**config.mk**
```make
export PLATFORM = sky130hd
export DESIGN_NAME = rpt_ctrl
export DESIGN_NICKNAME = d
export VERILOG_FILES = /design/src/rtl/rpt_ctrl.sv
export SDC_FILE = /design/constraint.sdc
export NUM_CORES = 1
export LEC_CHECK = 0
export ABC_AREA = 1
export CORE_MARGIN = 1
export CORE_UTILIZATION = 34
export DETAILED_ROUTE_END_ITERATION = 16
export GPL_TIMING_DRIVEN = 0
export SLEW_MARGIN = 40
export SYNTH_ARGS = -nofsm -noshare
export SYNTH_HDL_FRONTEND = slang
export SYNTH_SLANG_ARGS = --single-unit
```
**constraint.sdc**
```tcl
create_clock -name clk -period 8.6 [get_ports clk]
set_clock_uncertainty 0.1 [all_clocks]
set_input_delay 1.72 -clock clk [delete_from_list [all_inputs] [get_ports clk]]
set_output_delay 1.72 -clock clk [all_outputs]
set_load 0.005 [all_outputs]
```
**src/rtl/rpt_ctrl.sv**
```systemverilog
// rpt_ctrl: hardware repeat-loop controller holding a stack of nested loop descriptors.
// Optional macro RPT_ERR_EN adds a sticky rpt_err flag for overflow / end<start pushes.
`ifndef IMEMADDRW
`define IMEMADDRW 16
`endif

module rpt_ctrl #(
    parameter int AW    = `IMEMADDRW,
    parameter int CNT_W = 16,
    parameter int DEPTH = 4
) (
    input  logic                     clk,
    input  logic                     reset_b,
    input  logic                     t_cs,
    input  logic                     lock_rq,
    input  logic                     pc_init_en,
    input  logic                     jmp_pc_sel,
    input  logic [AW-1:0]            mv_PC,
    input  logic                     rpt_set,
    input  logic [AW-1:0]            rpt_start_i,
    input  logic [AW-1:0]            rpt_end_i,
    input  logic [CNT_W-1:0]         rpt_cnt_i,
    output logic                     rpt_again,
    output logic [AW-1:0]            rpt_start_addr,
    output logic                     rpt_busy,
    output logic [$clog2(DEPTH):0]   rpt_depth
`ifdef RPT_ERR_EN
    ,
    output logic                     rpt_err
`endif
);

    localparam int IW = $clog2(DEPTH);
    localparam int DW = IW + 1;

    logic [AW-1:0]    r_start [DEPTH];
    logic [AW-1:0]    r_end   [DEPTH];
    logic [CNT_W-1:0] r_rem   [DEPTH];
    logic [DW-1:0]    r_depth;

    logic [IW-1:0]    w_top;
    logic [IW-1:0]    w_push_idx;
    logic [CNT_W-1:0] w_push_cnt;
    logic             w_busy;
    logic             w_hit;
    logic             w_step;
    logic             w_dec;
    logic             w_pop;
    logic             w_full;
    logic             w_illegal;
    logic             w_push;

    // Top index wraps harmlessly when empty; every use is gated by w_busy.
    always_comb begin
        w_top      = r_depth[IW-1:0] - 1'b1;
        w_busy     = (r_depth != '0);
        w_hit      = w_busy && (mv_PC == r_end[w_top]);
        w_step     = t_cs && !lock_rq && !pc_init_en && !jmp_pc_sel;
        w_dec      = w_step && w_hit && (r_rem[w_top] > CNT_W'(1));
        w_pop      = w_step && w_hit && (r_rem[w_top] <= CNT_W'(1));
        w_full     = (r_depth == DW'(DEPTH));
`ifdef RPT_ERR_EN
        w_illegal  = (rpt_end_i < rpt_start_i);
`else
        w_illegal  = 1'b0;
`endif
        w_push     = t_cs && rpt_set && !pc_init_en && !w_full && !w_illegal;
        // A push coincident with a pop reuses the slot just vacated.
        w_push_idx = w_pop ? w_top : r_depth[IW-1:0];
        w_push_cnt = (rpt_cnt_i == '0) ? CNT_W'(1) : rpt_cnt_i;
    end

    always_comb begin
        rpt_again      = w_dec;
        rpt_start_addr = w_busy ? r_start[w_top] : '0;
        rpt_busy       = w_busy;
        rpt_depth      = r_depth;
    end

    always_ff @(posedge clk or negedge reset_b) begin
        if (!reset_b) begin
            r_depth <= '0;
            for (int unsigned i = 0; i < DEPTH; i++) begin
                r_start[i] <= '0;
                r_end[i]   <= '0;
                r_rem[i]   <= '0;
            end
        end else if (t_cs) begin
            if (pc_init_en) begin
                r_depth <= '0;
            end else begin
                if (w_dec)
                    r_rem[w_top] <= r_rem[w_top] - 1'b1;
                if (w_push) begin
                    r_start[w_push_idx] <= rpt_start_i;
                    r_end[w_push_idx]   <= rpt_end_i;
                    r_rem[w_push_idx]   <= w_push_cnt;
                end
                if (w_pop && !w_push)
                    r_depth <= r_depth - 1'b1;
                else if (w_push && !w_pop)
                    r_depth <= r_depth + 1'b1;
            end
        end
    end

`ifdef RPT_ERR_EN
    always_ff @(posedge clk or negedge reset_b) begin
        if (!reset_b) begin
            rpt_err <= 1'b0;
        end else if (t_cs) begin
            if (pc_init_en)
                rpt_err <= 1'b0;
            else if (rpt_set && (w_full || w_illegal))
                rpt_err <= 1'b1;
        end
    end
`endif

endmodule

```
==> impl_metrics.json <==
{
  "status": "completed",
  "pwr_density_cell_nw_per_um2": 387,
  "synth_edf_count": 0,
  "ys_ff_latch": 195,
  "grt_pass1_wl_um": 65700,
  "wl_per_cell_um": 18.0,
  "synth_flop_cell": "dfrtp_1",
  "drc_errors": 0,
  "gp_congestion": 0.925,
  "min_period_ps": 7640,
  "worstSetupPathType": "register to primary output",
  "clk_pin_slew_worst_paths_ps": 90,
  "yosysSeqAreaShare": 0.413,
  "p_leak_uw": 0.00699,
  "setup_ws_ps": 959,
  "cts_inserted_buffers": 17,
  "htreeDepth": 4,
  "p_int_uw": 2720,
  "postSynth.asyncResetShare": 1.00,
  "path_cells": "buf_6, inv_6, buf_4, clkbuf_1, clkbuf_1, ha_1, inv_2, buf_2, buf_1, nand2_1, nand2_1, inv_1, ha_1, o21ai_0, nor2_1, nand2_1, nor2_2, nor3_1, clkdlybuf4s50_1",
  "drt-initial-drc-count": 1094,
  "dp.cells": 2294,
  "clock_latency_ps": 470,
  "switchingPower_uw": 2670,
  "clk_path_buf_depth": 2,
  "fin_cells": 2326,
  "critPathMaxStageDelay_ps": 580,
  "drt-vias-per-instance": 5.15,
  "relSlewSlack": 0.522,
  "final_nets": 1943,
  "dp_hpwl_um": 30400,
  "portBuffers": 91,
  "grt_max_degree": 69,
  "firstDrtPassIters": 5,
  "drv_cap": 0,
  "wirelength_um": 41900,
  "synth_fp_nets": 1831,
  "ios": 92,
  "root_buffer": "clkbuf_16",
  "comb_power_share": 0.568,
  "yosysTopAreaCell": "dfrtp_1",
  "max_freq_ghz": 0.131,
  "post_cts_buffers": 0,
  "crit_path_start_kind": "register",
  "die-area_um2": 35500,
  "crit_family": "buffers and inverters",
  "endpoint_kind": "primary output",
  "crit_arrival_ps": 5820,
  "fin_crit_sh": 0.888,
  "finalMaxSlewViolations": 0,
  "antenna_left": 0,
  "coreArea_um2": 33900,
  "crit_slowest_cell": "clkdlybuf4s50_1",
  "yosys-top-cells-area": "dfrtp_1 41%, nand2_1 26%, o21ai_0 5.3%",
  "hold_buffers": 0,
  "grt.overflow.total": 0,
  "area_growth_pct": 17.9,
  "synth.distinct_cells": 35,
  "dp_slack_ps": 1450,
  "grt_pass1_vias": 11500,
  "vias": 12000,
  "cp_max_fo": 11,
  "cpMostUsedCell": "nand2_1",
  "clock_sinks": 195,
  "grt_use_total": 0.242,
  "clkPwrFrac": 0.151,
  "min_path_type": "register to register",
  "crit_buf_inv": 10,
  "grt_antenna_before_repair": 0,
  "die_height_um": 188,
  "synth.avg_cell_area_um2": 6.74,
  "sequentialPowerShare": 0.281,
  "num_antenna_cells": 0,
  "synth_top_area_frac": 0.413,
  "cts_resized": 0,
  "hold_viol": 0,
  "start_util": 0.349,
  "rsz0062_at_grt": "false",
  "die_x_um": 188,
  "num_rows": 67,
  "synth_cells": 1753,
  "syn_area_um2": 11800,
  "final_layout_size_suffix_gt1_frac": 0.0708,
  "fin_tns_setup_ps": 0,
  "cts_tree": "yes",
  "hold_ws_ps": 390,
  "cp.required_ps": 6780,
  "switching_share": 0.495,
  "setup_viol": 0,
  "yosys_warnings": 0,
  "vdd_drop_max_mv": 0.205,
  "tightest_slew_ps": 717
}
cell families (layout without fill, tap and decap cells):
family                   count (synthesis)  in the layout  synth area share
AO/OA/AOI/OAI                          265            265             0.113
adder cells (fa/ha/maj)                  7              7           0.00805
flip-flops                             195            195             0.413
AND/OR/NAND/NOR                       1077           1077             0.375
buffers and inverters                  194            319            0.0797
XOR/XNOR                                15             15            0.0111
through the flow:
step            util  instance area [µm²]  power (µW)
6_report       0.411                13900        5390
4_1_cts        0.411                13900        5370
3_3_place_gp   0.392                13300        4500
3_5_place_dp   0.394                13300        4540
2_1_floorplan      -                11800        3510
5_1_grt        0.411                13900        5830
path summary, 6_finish.rpt:
kind,slack [ps],cells after the start,start,endpoint
min in group asynchronous,1110,1,reset_b,r_start[9]
max in group asynchronous,6500,2,reset_b,r_rem[39]
setup / recovery,960,19,rpt_depth[0],rpt_again
setup reg to reg,2580,23,rpt_depth[0],r_end[25]
hold / removal,390,2,r_start[57],r_start[57]
hold reg to reg,390,2,r_start[57],r_start[57]
state kept, by name (all words and copies together) (netlist names):
register   count
rpt_depth      3
r_start       64
r_end         64
r_rem         64
power by group through the flow:
stage,sequential [µW],clock [µW],combinational [µW]
after floorplan,1450,0,2060
after global placement,1510,0,2990
after detailed placement,1520,0,3020
after CTS,1510,823,3040
after global routing,1550,856,3430
final,1510,814,3060
layout make-up:
cell class | instances | area (µm²)
inverter | 95 | 362
tap | 448 | 561
sequential | 195 | 4880
fill | 3622 | 19900
clock inverter | 14 | 139
multi-input combinational | 1364 | 5990
clock buffer | 18 | 439
buffer | 99 | 579
timing repair buffer | 93 | 971
placed cells by master (no fill, tap or decap), types with 8 or more instances in the layout:
cell / count
a21oi_1: 33
o21ai_0: 124
nand2_2: 8
xor2_1: 9
dfrtp_1: 195
clkbuf_16: 17
nand2_1: 829
buf_6: 14
nand3_1: 117
nand4_1: 11
buf_4: 9
clkbuf_1: 26
buf_2: 42
nand3b_1: 12
o21ai_1: 104
clkdlybuf4s50_1: 90
nor2_1: 75
inv_1: 87
worst register-to-register path: stages, from the launching register on:
cell	delay, ps
dfrtp_1	530
buf_6	220
inv_6	100
buf_4	230
clkbuf_1	430
clkbuf_1	530
ha_1	410
inv_2	100
buf_2	290
buf_1	510
nand3_1	140
nand2_1	150
ha_1	210
inv_1	90
nor2_2	230
nor2_1	110
nor2_2	240
nand4_2	160
nand2_4	170
inv_2	60
nand2_2	170
clkbuf_1	530
o21ai_0	190
nand2_1	90
routing by layer:
layer | part of all wire | GRT usage | vias up
met2 | 0.46 | 0.386 | 472
met5 | 0 | 0 | -
met1 | 0.45 | 0.332 | 5647
met4 | 0.030 | 0.0906 | 0
li1 | - | - | 5788
met3 | 0.066 | 0.0352 | 78
synthesized netlist by cell type, types with 2 or more instances:
| library cell | instances |
|---|---|
| nand2_1 | 829 |
| dfrtp_1 | 195 |
| o21ai_0 | 124 |
| nand3_1 | 117 |
| o21ai_1 | 104 |
| inv_1 | 87 |
| nor2_1 | 75 |
| buf_2 | 42 |
| a21oi_1 | 33 |
| clkbuf_1 | 26 |
| buf_6 | 14 |
| nand3b_1 | 12 |
| nand4_1 | 11 |
| buf_4 | 9 |
| xor2_1 | 9 |
| nand2_2 | 8 |
| buf_1 | 7 |
| inv_2 | 7 |
| ha_1 | 6 |
| xnor2_1 | 6 |
| nor2_2 | 5 |
| nor4_1 | 5 |
| nor3_1 | 4 |
| nand2_4 | 3 |
| nand3_4 | 2 |
| nand4_2 | 2 |
| nor2_8 | 2 |
| o211ai_1 | 2 |
Power figures use the tool's default switching activity.
